**config.mk**
```make
export PLATFORM = sky130hd
export DESIGN_NAME = vga_timing_ctrl
export DESIGN_NICKNAME = d
export VERILOG_FILES = /design/src/rtl/vga_timing_ctrl.sv
export SDC_FILE = /design/constraint.sdc
export NUM_CORES = 1
export LEC_CHECK = 0
export CORE_ASPECT_RATIO = 0.6
export CORE_MARGIN = 5
export CORE_UTILIZATION = 35
export DETAILED_ROUTE_END_ITERATION = 6
export PLACE_DENSITY_LB_ADDON = 0.1
export SLEW_MARGIN = 10
export SYNTH_ARGS = -nofsm -noshare
export SYNTH_HDL_FRONTEND = slang
export SYNTH_SLANG_ARGS = --single-unit
```
**constraint.sdc**
```tcl
create_clock -name clk -period 4.8 [get_ports clk]
set_clock_uncertainty 0.1 [all_clocks]
set_input_delay 0.96 -clock clk [delete_from_list [all_inputs] [get_ports clk]]
set_output_delay 0.96 -clock clk [all_outputs]
set_load 0.02 [all_outputs]
```
**src/rtl/vga_timing_ctrl.sv**
```systemverilog
// VGA raster timing generator advanced by the pixel-rate beat strobe.
// Define VGA_TIMING_FRAME_CNT_EN to add the completed-frame counter port frame_cnt.
module vga_timing_ctrl #(
    parameter int H_ACTIVE = 640,
    parameter int H_FRONT  = 16,
    parameter int H_SYNC   = 96,
    parameter int H_BACK   = 48,
    parameter int V_ACTIVE = 480,
    parameter int V_FRONT  = 10,
    parameter int V_SYNC   = 2,
    parameter int V_BACK   = 33,
    parameter int SYNC_POL = 0
) (
    input  logic        clk,
    input  logic        reset,
    input  logic        beat,
    input  logic        run,
    output logic        busy,
    output logic        hsync,
    output logic        vsync,
    output logic        de,
    output logic [9:0]  x,
    output logic [9:0]  y,
    output logic        line_start,
`ifdef VGA_TIMING_FRAME_CNT_EN
    output logic        frame_start,
    output logic [15:0] frame_cnt
`else
    output logic        frame_start
`endif
);

    localparam logic [9:0] H_LAST   = 10'(H_ACTIVE + H_FRONT + H_SYNC + H_BACK - 1);
    localparam logic [9:0] H_ACT    = 10'(H_ACTIVE);
    localparam logic [9:0] HS_FIRST = 10'(H_ACTIVE + H_FRONT);
    localparam logic [9:0] HS_LAST  = 10'(H_ACTIVE + H_FRONT + H_SYNC - 1);
    localparam logic [9:0] V_LAST   = 10'(V_ACTIVE + V_FRONT + V_SYNC + V_BACK - 1);
    localparam logic [9:0] V_ACT    = 10'(V_ACTIVE);
    localparam logic [9:0] VS_FIRST = 10'(V_ACTIVE + V_FRONT);
    localparam logic [9:0] VS_LAST  = 10'(V_ACTIVE + V_FRONT + V_SYNC - 1);
    localparam logic       SYNC_ON  = (SYNC_POL != 0);

    typedef enum logic {IDLE, RUN} state_t;

    state_t     state;
    state_t     state_nxt;
    logic [9:0] hc;
    logic [9:0] vc;
    logic [9:0] hc_nxt;
    logic [9:0] vc_nxt;
    logic       ls_nxt;
    logic       fs_nxt;
    logic       wrap;
    logic       de_nxt;
    logic       hs_win;
    logic       vs_win;

    // run is only consulted at the frame wrap, so a frame is never cut short.
    always_comb begin
        state_nxt = state;
        hc_nxt    = hc;
        vc_nxt    = vc;
        ls_nxt    = 1'b0;
        fs_nxt    = 1'b0;
        wrap      = 1'b0;
        case (state)
            IDLE: begin
                if (beat && run) begin
                    state_nxt = RUN;
                    hc_nxt    = '0;
                    vc_nxt    = '0;
                    ls_nxt    = 1'b1;
                    fs_nxt    = 1'b1;
                end
            end
            RUN: begin
                if (beat) begin
                    if (hc == H_LAST) begin
                        hc_nxt = '0;
                        if (vc == V_LAST) begin
                            vc_nxt = '0;
                            wrap   = 1'b1;
                            if (run) begin
                                ls_nxt = 1'b1;
                                fs_nxt = 1'b1;
                            end else begin
                                state_nxt = IDLE;
                            end
                        end else begin
                            vc_nxt = vc + 10'd1;
                            ls_nxt = 1'b1;
                        end
                    end else begin
                        hc_nxt = hc + 10'd1;
                    end
                end
            end
            default: state_nxt = IDLE;
        endcase
    end

    always_comb begin
        de_nxt = (hc_nxt < H_ACT) && (vc_nxt < V_ACT);
        hs_win = (hc_nxt >= HS_FIRST) && (hc_nxt <= HS_LAST);
        vs_win = (vc_nxt >= VS_FIRST) && (vc_nxt <= VS_LAST);
    end

    // Outputs decode the counter value being loaded, so they line up with it.
    always_ff @(posedge clk or posedge reset) begin
        if (reset) begin
            state       <= IDLE;
            hc          <= '0;
            vc          <= '0;
            busy        <= 1'b0;
            hsync       <= ~SYNC_ON;
            vsync       <= ~SYNC_ON;
            de          <= 1'b0;
            x           <= '0;
            y           <= '0;
            line_start  <= 1'b0;
            frame_start <= 1'b0;
        end else begin
            state       <= state_nxt;
            hc          <= hc_nxt;
            vc          <= vc_nxt;
            busy        <= (state_nxt == RUN);
            line_start  <= ls_nxt;
            frame_start <= fs_nxt;
            if (state_nxt == RUN) begin
                hsync <= hs_win ? SYNC_ON : ~SYNC_ON;
                vsync <= vs_win ? SYNC_ON : ~SYNC_ON;
                de    <= de_nxt;
                x     <= de_nxt ? hc_nxt : 10'd0;
                y     <= de_nxt ? vc_nxt : 10'd0;
            end else begin
                hsync <= ~SYNC_ON;
                vsync <= ~SYNC_ON;
                de    <= 1'b0;
                x     <= '0;
                y     <= '0;
            end
        end
    end

`ifdef VGA_TIMING_FRAME_CNT_EN
    always_ff @(posedge clk or posedge reset) begin
        if (reset) begin
            frame_cnt <= '0;
        end else if (wrap) begin
            frame_cnt <= frame_cnt + 16'd1;
        end
    end
`endif

endmodule

```
==> results.ini, run 1 <==
[setup_path]
r2r_start = hc[0]$_DFF_PP0_
cp_slowest_cell = or4_1
r2r_cells = 8
cp-end-kind = register
ff2ff_setup_slack_ps = 1660
startpoint_type = primary input
critPathRequiredTime_ps = 4860
cp.arrival_ps = 3840
path_max_fanout = 14
crit_chain = clkdlybuf4s50_1, nand3_1, or4_1, or3_1, a31o_2, nor3_2, buf_4, nor4b_1
r2r-end = y[7]$_DFF_PP0_
path_class = in2reg
max_stage_delay_ps = 680

[logic_synthesis]
synthFlopType = dfrtp_1
yosysTopAreaCellShare_pct = 46.27
synth_fa_ha_area_share_pct = 1.577
async_reset_ff_share_pct = 100.0
synth_xor_area_share_pct = 1.472
synth.most_common_cell = dfrtp_1
synth-seq-cells = 46
synth.area.mux_share_pct = 0.9464
synth_compound_area_share_pct = 13.14
yosys_warnings = 0
synth_seq_area_share_pct = 48.48
post-synth-top-area-cell = dfrtp_1
synth_nets = 241
netlist_area_um2 = 2380
synth_top_family_by_area = simple AND/OR/NAND/NOR gates
synth-edff-count = 0
syn_area_per_cell_um2 = 10.17
synth_cell_types = 56
syn_inst = 234
yosys-top-cells-area = dfrtp_1 (46%), nand3_1 (4.0%), nor4b_1 (3.7%)
synth_common_cells = dfrtp_1 (44), nand2_1 (20), nand3_1 (19), o21ai_0 (11), nor4b_1 (10)
synth_simple_gate_area_share_pct = 30.13

[pwr]
pwr-share-seq_pct = 45.3
ir_drop_mv = 0.2160
p_comb_share_pct = 22.8
power_mw = 1.097
power_density_nw_per_um2 = 379.3
p_clk_share_pct = 32.0
cellLeakagePower_nw = 1.167
p_sw_mw = 0.3452
p_int_mw = 0.7517
swShare_pct = 31.47

[die]
start_util_pct = 35.80
die-area_um2 = 8603
placeableCoreArea_um2 = 6648
die_y_um = 73.87
io_pins = 30
num_rows = 23
die_w_um = 116.5

[placed_design]
dp_slack_ps = 722.7
dp_cells = 341
place_congestion = 0.8470
dpl.hpwl_mm = 4.579
port_buffers = 29

[clocking]
numClockSinks = 46
cts-root-buf = clkbuf_16
cts-buffers-inserted = 5
postCtsSetupRepairBufs = 0
cts_tree = done
cts_hold_buf = 0
cts_buffer_depth = 2
ctsResizeCount = 0
htree_levels = 2
path_clk_slew_ps = 70
clk_latency_ps = 290

[route]
wl_per_cell_um = 18.22
routed_via_density = 5.585
drc = 0
first_pass_iters = 5
drt_iter0_drc = 118
dr_total_vias = 1949
totalWireLength_mm = 6.358
ant_nets = 0

[run_status]
status = completed

[timing]
final.min_clock_period_ps = 3783
worst_slack_ps = 1017
fin_crit_sh_pct = 78.81
rsz0062_at_grt = false
finalSetupViolations = 0
slew_headroom_pct = 37.64
finalHoldViolations = 0
maxSlewViolCount = 0
fmax_mhz = 264.3
worst_slew_pin_slew_ps = 934.0
setup_tns_ps = 0

[layout]
syn_to_final_growth_pct = 21.50
nets = 268
antennaDiodeCount = 0
fin_cells = 349
final_util_pct = 43.50
layout-drive-gt1-share_pct = 12.21

[grt]
grt_max_degree = 47
grt-ovfl-total = 0
grt_first_pass_wirelength_mm = 10.63
antenna_found_initial = 0
track_usage_pct = 16.36
grt_pass1_vias = 1795

[run]
drv_cap = 0

[min_path]
min_path_cells = 1
whs_endpoint = hc[1]$_DFF_PP0_
hold_class = reg2reg
min_from = hc[1]$_DFF_PP0_

[routing by layer]
layer,GRT usage (%),routed length (um)
met5,0,0
met4,3.861,56
met3,3.374,475
met2,19.01,2316
met1,28.61,3510
[cell type report]
class / instances / area (um^2)
fillers: 637 / 3756
flip-flops and latches: 46 / 1154
multi-input cells: 167 / 1129
repair buffers: 34 / 327.8
clock buffers: 5 / 125.1
well taps: 87 / 108.9
inverters: 7 / 26.28
clock inverters: 3 / 21.27
[worst max-delay path by stage]
stage | from | endpoint | slack (ps) | cells after the start
floorplan | beat | vsync$_DFF_PP1_ | 1710 | 8
global placement | beat | y[3]$_DFF_PP0_ | 790 | 8
detailed placement | beat | y[7]$_DFF_PP0_ | 720 | 8
CTS | beat | y[1]$_DFF_PP0_ | 1030 | 8
global route | beat | y[1]$_DFF_PP0_ | 840 | 8
finish | beat | y[7]$_DFF_PP0_ | 1020 | 8
[cells by family after synthesis]
group,count (synthesis)
AOI/OAI and AO/OA,44
xor gates and xnor gates,4
adders and majority gates,3
buffers and inverters,21
DFF,46
muxes,2
other,1
and+or+nand+nor,113
[through the flow]
step / instance area (um^2) / hold slack, ps
CTS: 2892 / 487.7
global placement: 2745 / 477.0
finish: 2892 / 487.4
global route: 2892 / 528.1
detailed placement: 2745 / 471.3
floorplan: 2380 / 425.9
[flip-flops by register name, indices dropped and copies added, names as in the netlist]
name,flops
x,10
state,1
vc,10
de,1
vsync,1
y,10
hsync,1
line_start,1
frame_start,1
hc,10
[layout by cell type, fill, tap and decap left out, drive strengths merged, types with 2 or more instances in the layout]
master and n:
nor4b 14, nor2b 3, clkbuf 5, mux2 2
nand3b 2, and2 4, dfstp 2, or4 5
nor3 6, ha 3, buf 5, nor4 6
xnor2 4, inv 7, nand4 7, or2 3
clkinv 2, or3 6, a21oi 8, clkdlybuf4s50 29
o31ai 3, a31oi 2, and4 2, nand2 21
nand3 19, dfrtp 44, and3 5, nor2 7
a21boi 2, a21o 2, o21ai 11, o41ai 2
[power by group through the flow]
stage	combinational, mW	clock [mW]	sequential [mW]
2_1_floorplan	0.127	0	0.520
3_3_place_gp	0.250	0	0.504
3_5_place_dp	0.249	0	0.502
4_1_cts	0.252	0.359	0.496
5_1_grt	0.277	0.375	0.506
6_report	0.250	0.350	0.496
[critical path: cells and delay by family]
family / cells / cell delay, ps
buf+inv: 2 / 960
compound gates: 1 / 220
simple gates: 5 / 1690
(Power assumes the default switching activity.)
==> run 2: changes to the inputs <==
Clock period 4.8 ns to 3.9 ns, I/O delays scaled along.
==> results.ini, run 2 (synthesis gave the netlist of run 1 again) <==
[run_status]
status = completed

[run]
drv_cap = 0  ; unchanged

[clocking]
cts-root-buf = clkbuf_16
path_clk_slew_ps = 70  ; about the same
postCtsSetupRepairBufs = 0  ; unchanged
cts_tree = done
cts_buffer_depth = 2  ; unchanged
clk_latency_ps = 290  ; about the same
htree_levels = 2  ; unchanged
cts_hold_buf = 0  ; unchanged
numClockSinks = 46  ; unchanged
ctsResizeCount = 0  ; unchanged
cts-buffers-inserted = 5  ; unchanged

[route]
dr_total_vias = 2027  ; +4.0%
ant_nets = 0  ; unchanged
routed_via_density = 5.759  ; +3.1%
wl_per_cell_um = 18.80  ; +3.2%
drt_iter0_drc = 157  ; +33%
totalWireLength_mm = 6.619  ; +4.1%
first_pass_iters = 6  ; +1
drc = 0  ; unchanged

[timing]
finalHoldViolations = 0  ; unchanged
holdWs_ps = 484.9  ; -2.516 ps
rsz0062_at_grt = false
final.min_clock_period_ps = 3372
slew_headroom_pct = 36.00  ; -1.6 points
setup_tns_ps = 0  ; unchanged
finalSetupViolations = 0  ; unchanged
maxSlewViolCount = 0  ; unchanged
fin_crit_sh_pct = 86.47
fmax_mhz = 296.5
worst_slew_pin_slew_ps = 958.6  ; +24.59 ps

[placed_design]
placed_cell_area_um2 = 2768  ; +0.82%
port_buffers = 29  ; unchanged
dpl.hpwl_mm = 4.728  ; +3.2%
place_congestion = 0.8782  ; +3.7%

[pwr]
cellLeakagePower_nw = 1.189  ; +1.9%
power_density_nw_per_um2 = 480.7  ; +27%
ir_drop_mv = 0.2351  ; +8.8%

[grt]
grt_use_met2_pct = 20.28  ; +1.3 points
grt_first_pass_wirelength_mm = 10.88  ; +2.4%
grt_max_degree = 47  ; unchanged
grt_pass1_vias = 1913  ; +6.6%
top_usage_layer = met1
use_met1_pct = 28.02  ; -0.59 points
track_usage_pct = 16.83  ; +0.47 points
grt-ovfl-total = 0  ; unchanged
grt.met3_usage_pct = 4.033  ; +0.66 points
antenna_found_initial = 0  ; unchanged

[setup_path]
crit_chain = clkdlybuf4s50_1, nand3_1, or4_1, buf_4, or3_1, a21oi_1, nand4_1, or3b_1
r2r_start = hc[0]$_DFF_PP0_
path_max_fanout = 12  ; -2
cp_slowest_cell = clkdlybuf4s50_1
max_stage_delay_ps = 680  ; about the same
r2r-end = y[7]$_DFF_PP0_
cp.arrival_ps = 3480  ; -360 ps
cp-end-kind = register
path_class = in2reg
critPathRequiredTime_ps = 4010  ; -850 ps
startpoint_type = primary input
r2r_cells = 8  ; unchanged
ff2ff_setup_slack_ps = 1040  ; -620 ps

[die]
die-area_um2 = 8603  ; unchanged
die_w_um = 116.5  ; unchanged
start_util_pct = 35.80  ; unchanged
io_pins = 30  ; unchanged
die_y_um = 73.87  ; unchanged
num_rows = 23  ; unchanged
placeableCoreArea_um2 = 6648  ; unchanged

[layout]
nets = 271  ; +1.1%
final_cell_mix = dfrtp_1 (44), clkdlybuf4s50_1 (29), nand2_1 (20), nand3_1 (19), o21ai_0 (11)
final_util_pct = 44.14  ; +0.64 points
fin_area_um2 = 2934  ; +1.5%
final_common_cell = dfrtp_1
antennaDiodeCount = 0  ; unchanged
layout-drive-gt1-share_pct = 12.83  ; +0.62 points
syn_to_final_growth_pct = 23.29
fillers = 616  ; -3.3%
seqCellArea_um2 = 1154  ; unchanged
multi_input_area_um2 = 1129  ; unchanged

[min_path]
whs_endpoint = hc[1]$_DFF_PP0_
min_from = hc[1]$_DFF_PP0_
min_path_cells = 1  ; unchanged
hold_class = reg2reg

-- run 2: cell count changes in the layout (fill, tap and decap cells not counted), sizes merged --
cell    before  now
bufinv       0    1
clkbuf       5    6
clkinv       2    0
buf          5    8
-- run 2: critical path, delay by kind of cell --
kind	cells	cell delay [ps]
buf+inv	2	880
simple gates	5	1530
compound gates	1	280
-- run 2: cell type report --
cell class	instances	area share, %
Clock buffer	6	4.392
Clock inverter	2	1.279
Inverter	7	0.8955
Multi-Input combinational cell	167	38.46
Sequential cell	46	39.32
Tap cell	87	3.710
Timing Repair Buffer	37	11.94
-- run 2: metrics by stage --
step	power, mW	setup WS, ps	std cells
floorplan	0.7966	994.4	234
finish	1.410	527.8	352
detailed placement	0.9248	282.9	344
global placement	0.9294	309.9	344
global route	1.486	307.4	352
CTS	1.420	544.6	352
-- run 2: power breakdown --
group / total (mW) / internal, mW / switching, mW / leakage, nW
clock: 0.491 / 0.303 / 0.188 / 0.0771
sequential: 0.610 / 0.543 / 0.0677 / 0.569
combinational: 0.309 / 0.148 / 0.161 / 0.543
total: 1.41 / 0.993 / 0.417 / 1.19
-- run 2: how the worst max path moves through the flow --
stage | startpoint | end | slack (ps) | cells past startpoint
floorplan | beat | vsync$_DFF_PP1_ | 990 | 8
global placement | beat | vsync$_DFF_PP1_ | 310 | 8
detailed placement | beat | vsync$_DFF_PP1_ | 280 | 8
CTS | beat | y[7]$_DFF_PP0_ | 540 | 8
global route | beat | y[7]$_DFF_PP0_ | 310 | 8
finish | beat | vsync$_DFF_PP1_ | 530 | 8
-- run 2: metal layers --
layer | wire, um | up-vias | part of all wire (%)
met1 | 3495 | 992 | 53
met4 | 87 | 0 | 1.3
met2 | 2405 | 82 | 36
met5 | 0 | - | 0
met3 | 630 | 12 | 9.5
li1 | - | 941 | -
==> edit 1, RTL diff (settings of run 1) <==
The option `VGA_TIMING_FRAME_CNT_EN` is turned on by a define.
--- a/src/rtl/vga_timing_ctrl.sv
+++ b/src/rtl/vga_timing_ctrl.sv
@@ -2,2 +2,4 @@
 // Define VGA_TIMING_FRAME_CNT_EN to add the completed-frame counter port frame_cnt.
+`define VGA_TIMING_FRAME_CNT_EN
+
 module vga_timing_ctrl #(
Function (old outputs only; new: frame_cnt): kept (Yosys induction, for registers that start in step).
==> edit 1 against run 1 <==
  * Worst setup slack worse by 140 ps
  * Synthesized area is 30% higher
  * Total power is 40% higher
  * Combinational power is 13% lower
  * Cell area is 37% higher
  * Sequential power is 26% higher
  * Wire length is 36% higher
  * Register-to-register slack worse by 120 ps
  * Sequential cell count is 16 higher
  * Critical path type unchanged
  * Largest power group is now clock
==> edit 1: results (changes against run 1) <==
* Initial DRT Pass Iterations at 4 (-1)
* Ranking of synthesized cells by area: dfrtp_1 (49%), nand2_1 (3.6%), xnor2_1 (3.1%), nor3_1 (2.3%), o21ai_0 (2.3%)
* Worst Path Max Fanout at 13 (-1)
* HPWL after DPL at 6.12 mm (+34%)
* Clk Latency, worst-skew pair at 330 ps (+40 ps)
* Dpl cell area at 3640 sq um (+32%)
* Layout cell share with drive strength beyond 1 at 0.113 (-0.00909)
* Post-Synth Adder-Cell Area at 0.0162 (+0.000421)
* WP data arrival at 4030 ps (+190 ps)
* Met3 GRT Util at 0.0825 (+0.0488)
* Reg2Reg Launch Point: state
* Post-synthesis sequential area ratio at 0.503 (+0.0181)
* Mux contribution to synthesized area at 0.0105 (+0.00106)
* Worst setup path endpoint: y[2]
* Worst path top cell family by delay: simple AND/OR/NAND/NOR gates
* H-tree depth at 3 (+1)
* Clk slew on worst S/H paths at 50 ps (-20 ps)
* GPL Wtd Cong at 0.905 (+6.9%)
* GRT met2 Usage at 0.198 (+0.00776)
* CTS Buf Count at 9 (+4)
* Vias in the first global route at 2,425 (+35%)
* LEAKAGE at 0.00172 uW (+47%)
* Peak VDD IR at 0.288 mV (+33%)
* Most frequent cells after synthesis: dfrtp_1 (60), nand2_1 (30), nor3_1 (14), o21ai_0 (14)
* Netlist cell types at 64 (+14%)
* XOR/XNOR Fraction of Synth Area at 0.0510 (+0.0363)
* Outcome: finished clean
* Pin count of the biggest net entering global routing at 44 (-6.4%)
* Synth Area in Compound Gates at 0.117 (-0.0140)
* Wire length of the first global-routing pass at 14.0 mm (+32%)
* Synthesized Nets at 301 (+25%)
* Fillers at 804 (+26%)
* Starting DRT DRC Count at 158 (+34%)
* Cell count of the worst reg-to-reg path at 6 (-2)
* Worst reg-to-reg setup slack at 1540 ps (-120 ps)
* Final nets at 348 (+30%)
* Port Buffers at 45 (+55%)
* Critical path's slowest cell: clkdlybuf4s50_1
* Gr usage total at 0.170 (+0.00605)
edit 1: stage by stage:
step                setup slack, ps  hold WS, ps  cells
finish                          876          376    457
global route                    539          403    457
CTS                             869          383    457
detailed placement              533          370    441
global placement                791          362    441
floorplan                      1890          395    293
edit 1: worst min-delay path by stage:
stage,from,endpoint,slack (ps),depth (start not counted)
floorplan,hc[1],hc[1],400,2
global placement,frame_cnt[15],frame_cnt[15],360,1
detailed placement,frame_cnt[15],frame_cnt[15],370,1
CTS,frame_cnt[10],frame_cnt[10],380,1
global route,frame_cnt[10],frame_cnt[10],400,1
finish,frame_cnt[15],frame_cnt[15],380,1
edit 1: cells by family (layout without fill, tap and decap cells):
logic type / after synthesis / after routing
buf+inv: 23 / 75
other cells: 1 / 1
xor+xnor: 18 / 18
flops: 62 / 62
mux: 3 / 3
fa+ha+maj: 4 / 4
compound gates: 49 / 49
simple gates: 133 / 133
edit 1: area by class of cell:
class / count / area [sq um] / share of cell area
clock buffers: 10 / 229 / 0.0579
clock inverters: 6 / 86.3 / 0.0218
inverters: 12 / 45.0 / 0.0114
multi-input cells: 208 / 1430 / 0.362
flip-flops and latches: 62 / 1550 / 0.393
well taps: 112 / 140 / 0.0355
repair buffers: 47 / 465 / 0.118
edit 1: layer usage:
metal	vias to the layer above	wire length, um
met5	-	0
met3	6	771
met4	0	70
met2	91	3080
li1	1165	-
met1	1208	4720
edit 1: worst reg2reg max path, stage by stage (launching register included):
cell and delay [ps]:
dfrtp_1 870, nand3_1 350, or4_4 590, and3_4 240, o32ai_4 360, o21ai_1 230
nor4b_1 390
edit 1: power breakdown:
| part | internal [uW] | switching (uW) |
|---|---|---|
| Combinational | 88.7 | 129 |
| Sequential | 571 | 54.4 |
| Clock | 453 | 240 |
| Total | 1110 | 424 |
==> edit 2, RTL diff (settings of run 1) <==
Made on the original files. Register the output `vsync` once more, with the module's reset; this adds one clock of latency there. The other outputs are not delayed to match.
--- a/src/rtl/vga_timing_ctrl.sv
+++ b/src/rtl/vga_timing_ctrl.sv
@@ -43,2 +43,4 @@
     typedef enum logic {IDLE, RUN} state_t;
+
+    logic vsync_s0;
 
@@ -115,3 +117,3 @@
             hsync       <= ~SYNC_ON;
-            vsync       <= ~SYNC_ON;
+            vsync_s0    <= ~SYNC_ON;
             de          <= 1'b0;
@@ -130,3 +132,3 @@
                 hsync <= hs_win ? SYNC_ON : ~SYNC_ON;
-                vsync <= vs_win ? SYNC_ON : ~SYNC_ON;
+                vsync_s0 <= vs_win ? SYNC_ON : ~SYNC_ON;
                 de    <= de_nxt;
@@ -136,3 +138,3 @@
                 hsync <= ~SYNC_ON;
-                vsync <= ~SYNC_ON;
+                vsync_s0 <= ~SYNC_ON;
                 de    <= 1'b0;
@@ -154,2 +156,10 @@
 
+    always_ff @(posedge clk or posedge reset) begin
+        if (reset) begin
+            vsync <= '0;
+        end else begin
+            vsync <= vsync_s0;
+        end
+    end
+
 endmodule
Function: changed (a bounded check fails within 4 cycles, from zero or initial values and one cycle with reset high).
==> edit 2 against run 1 <==
  * Utilization is 0.17 points higher
  * Critical endpoint is now y[5]
  * Maximum frequency increased by 0.30%
  * Worst setup slack improved by 11 ps
  * Total power increased by 0.73%
  * Largest power group unchanged
  * Largest cell class unchanged
  * Sequential cell count grew 1
  * Synthesized area is 1.1% higher
  * Wire length decreased by 0.69%
  * Cell area rose by 0.82%
==> edit 2: results (changes against run 1) <==
* Outcome: finished clean
* Clock buffers at 6 (+1)
* Worst Hold Launch: vsync_s0
* H-tree depth at 2 (unchanged)
* Met3 GRT Util at 0.0398 (+0.00609)
* GPL Wtd Cong at 0.837 (-1.1%)
* Fillers at 647 (+1.6%)
* Hold buffers post-CTS at 0 (unchanged)
* Pin count of the biggest net entering global routing at 48 (+2.1%)
* Post-Route M1 WL at 3.44 mm (-1.9%)
* Detail-routed via count per cell at 5.57 (-0.29%)
* Routed len/inst at 18.0 um (-0.98%)
* Hold path endpoint: vsync
* Max Root-Sink Buffers at 2 (unchanged)
* Gr usage total at 0.159 (-0.00454)
* Critical path's slowest cell: or4_1
* HPWL after DPL at 4.47 mm (-2.5%)
* Starting DRT DRC Count at 102 (-14%)
* Met3 WL at 516 um (+8.6%)
* Routed wl met2 at 2.31 mm (-0.30%)
* Worst Path Max Fanout at 15 (+1)
* Peak VDD IR at 0.214 mV (-0.86%)
* NetSw at 343 uW (-0.67%)
* Clock buf/inv share at 0.0498 (-0.000842)
* Ranking of synthesized cells by area: dfrtp_1 (47%), nand3_1 (4.0%), nor4b_1 (3.6%), nand2_1 (3.1%), nor4b_2 (2.5%)
* Initial DRT Pass Iterations at 4 (-1)
* Cell count of the worst reg-to-reg path at 7 (-1)
* Worst setup path endpoint: y[5]
* Area occupied by multi-input gates at 1130 sq um (unchanged)
* LEAKAGE at 0.00117 uW (+0.66%)
* GRT met2 Usage at 0.191 (+0.000812)
* Register area at 1180 sq um (+2.2%)
* Seq_cells at 47 (+2.2%)
* Slew headroom at 0.351 (-0.0251)
* Worst reg-to-reg setup slack at 1570 ps (-90 ps)
* Most frequent cells after synthesis: dfrtp_1 (45), nand2_1 (20), nand3_1 (19)
* Met1 track demand over resource at 0.269 (-0.0172)
* WP data arrival at 3830 ps (about the same)
* Signal buffers share of area at 0.112 (-0.000925)
* Syn avg cell area at 10.2 sq um (+0.62%)
* Final nets at 269 (+0.37%)
* Reg2Reg Launch Point: state
* Cells after DPL at 342 (+0.29%)
* Layout cell share with drive strength beyond 1 at 0.118 (-0.00427)
* Wire length of the first global-routing pass at 10.5 mm (-0.91%)
* Post-synthesis sequential area ratio at 0.490 (+0.00536)
* Synthesized Nets at 242 (+0.41%)
* Initial core utilization at 0.360 (+0.00221)
* Hold depth at 0 (-1)
## edit 2: changes by cell type after synthesis, sizes merged
cell / delta
dfrtp: +1
## edit 2: stage by stage
stage	instance area (sq um)	setup WS (ps)	hold WS [ps]
5_1_grt	2920	871	296
3_3_place_gp	2770	833	282
3_5_place_dp	2770	735	282
2_1_floorplan	2400	1710	279
6_report	2920	1030	290
4_1_cts	2920	1040	292
## edit 2: cells by family (layout without fill, tap and decap cells)
group           count (synthesis)  count (layout)  synth area share
xor+xnor                        4               4            0.0146
flops                          47              47             0.490
mux                             2               2           0.00936
other cells                     1               1           0.00156
simple gates                  113             113             0.298
fa+ha+maj                       3               3            0.0156
buf+inv                        21              49            0.0406
compound gates                 44              44             0.130
## edit 2: power by group through the flow
| stage | Sequential (uW) | Clock, uW | Combinational [uW] |
|---|---|---|---|
| floorplan | 528 | 0 | 127 |
| global placement | 514 | 0 | 251 |
| detailed placement | 510 | 0 | 247 |
| CTS | 506 | 360 | 249 |
| global route | 517 | 373 | 274 |
| finish | 506 | 352 | 246 |
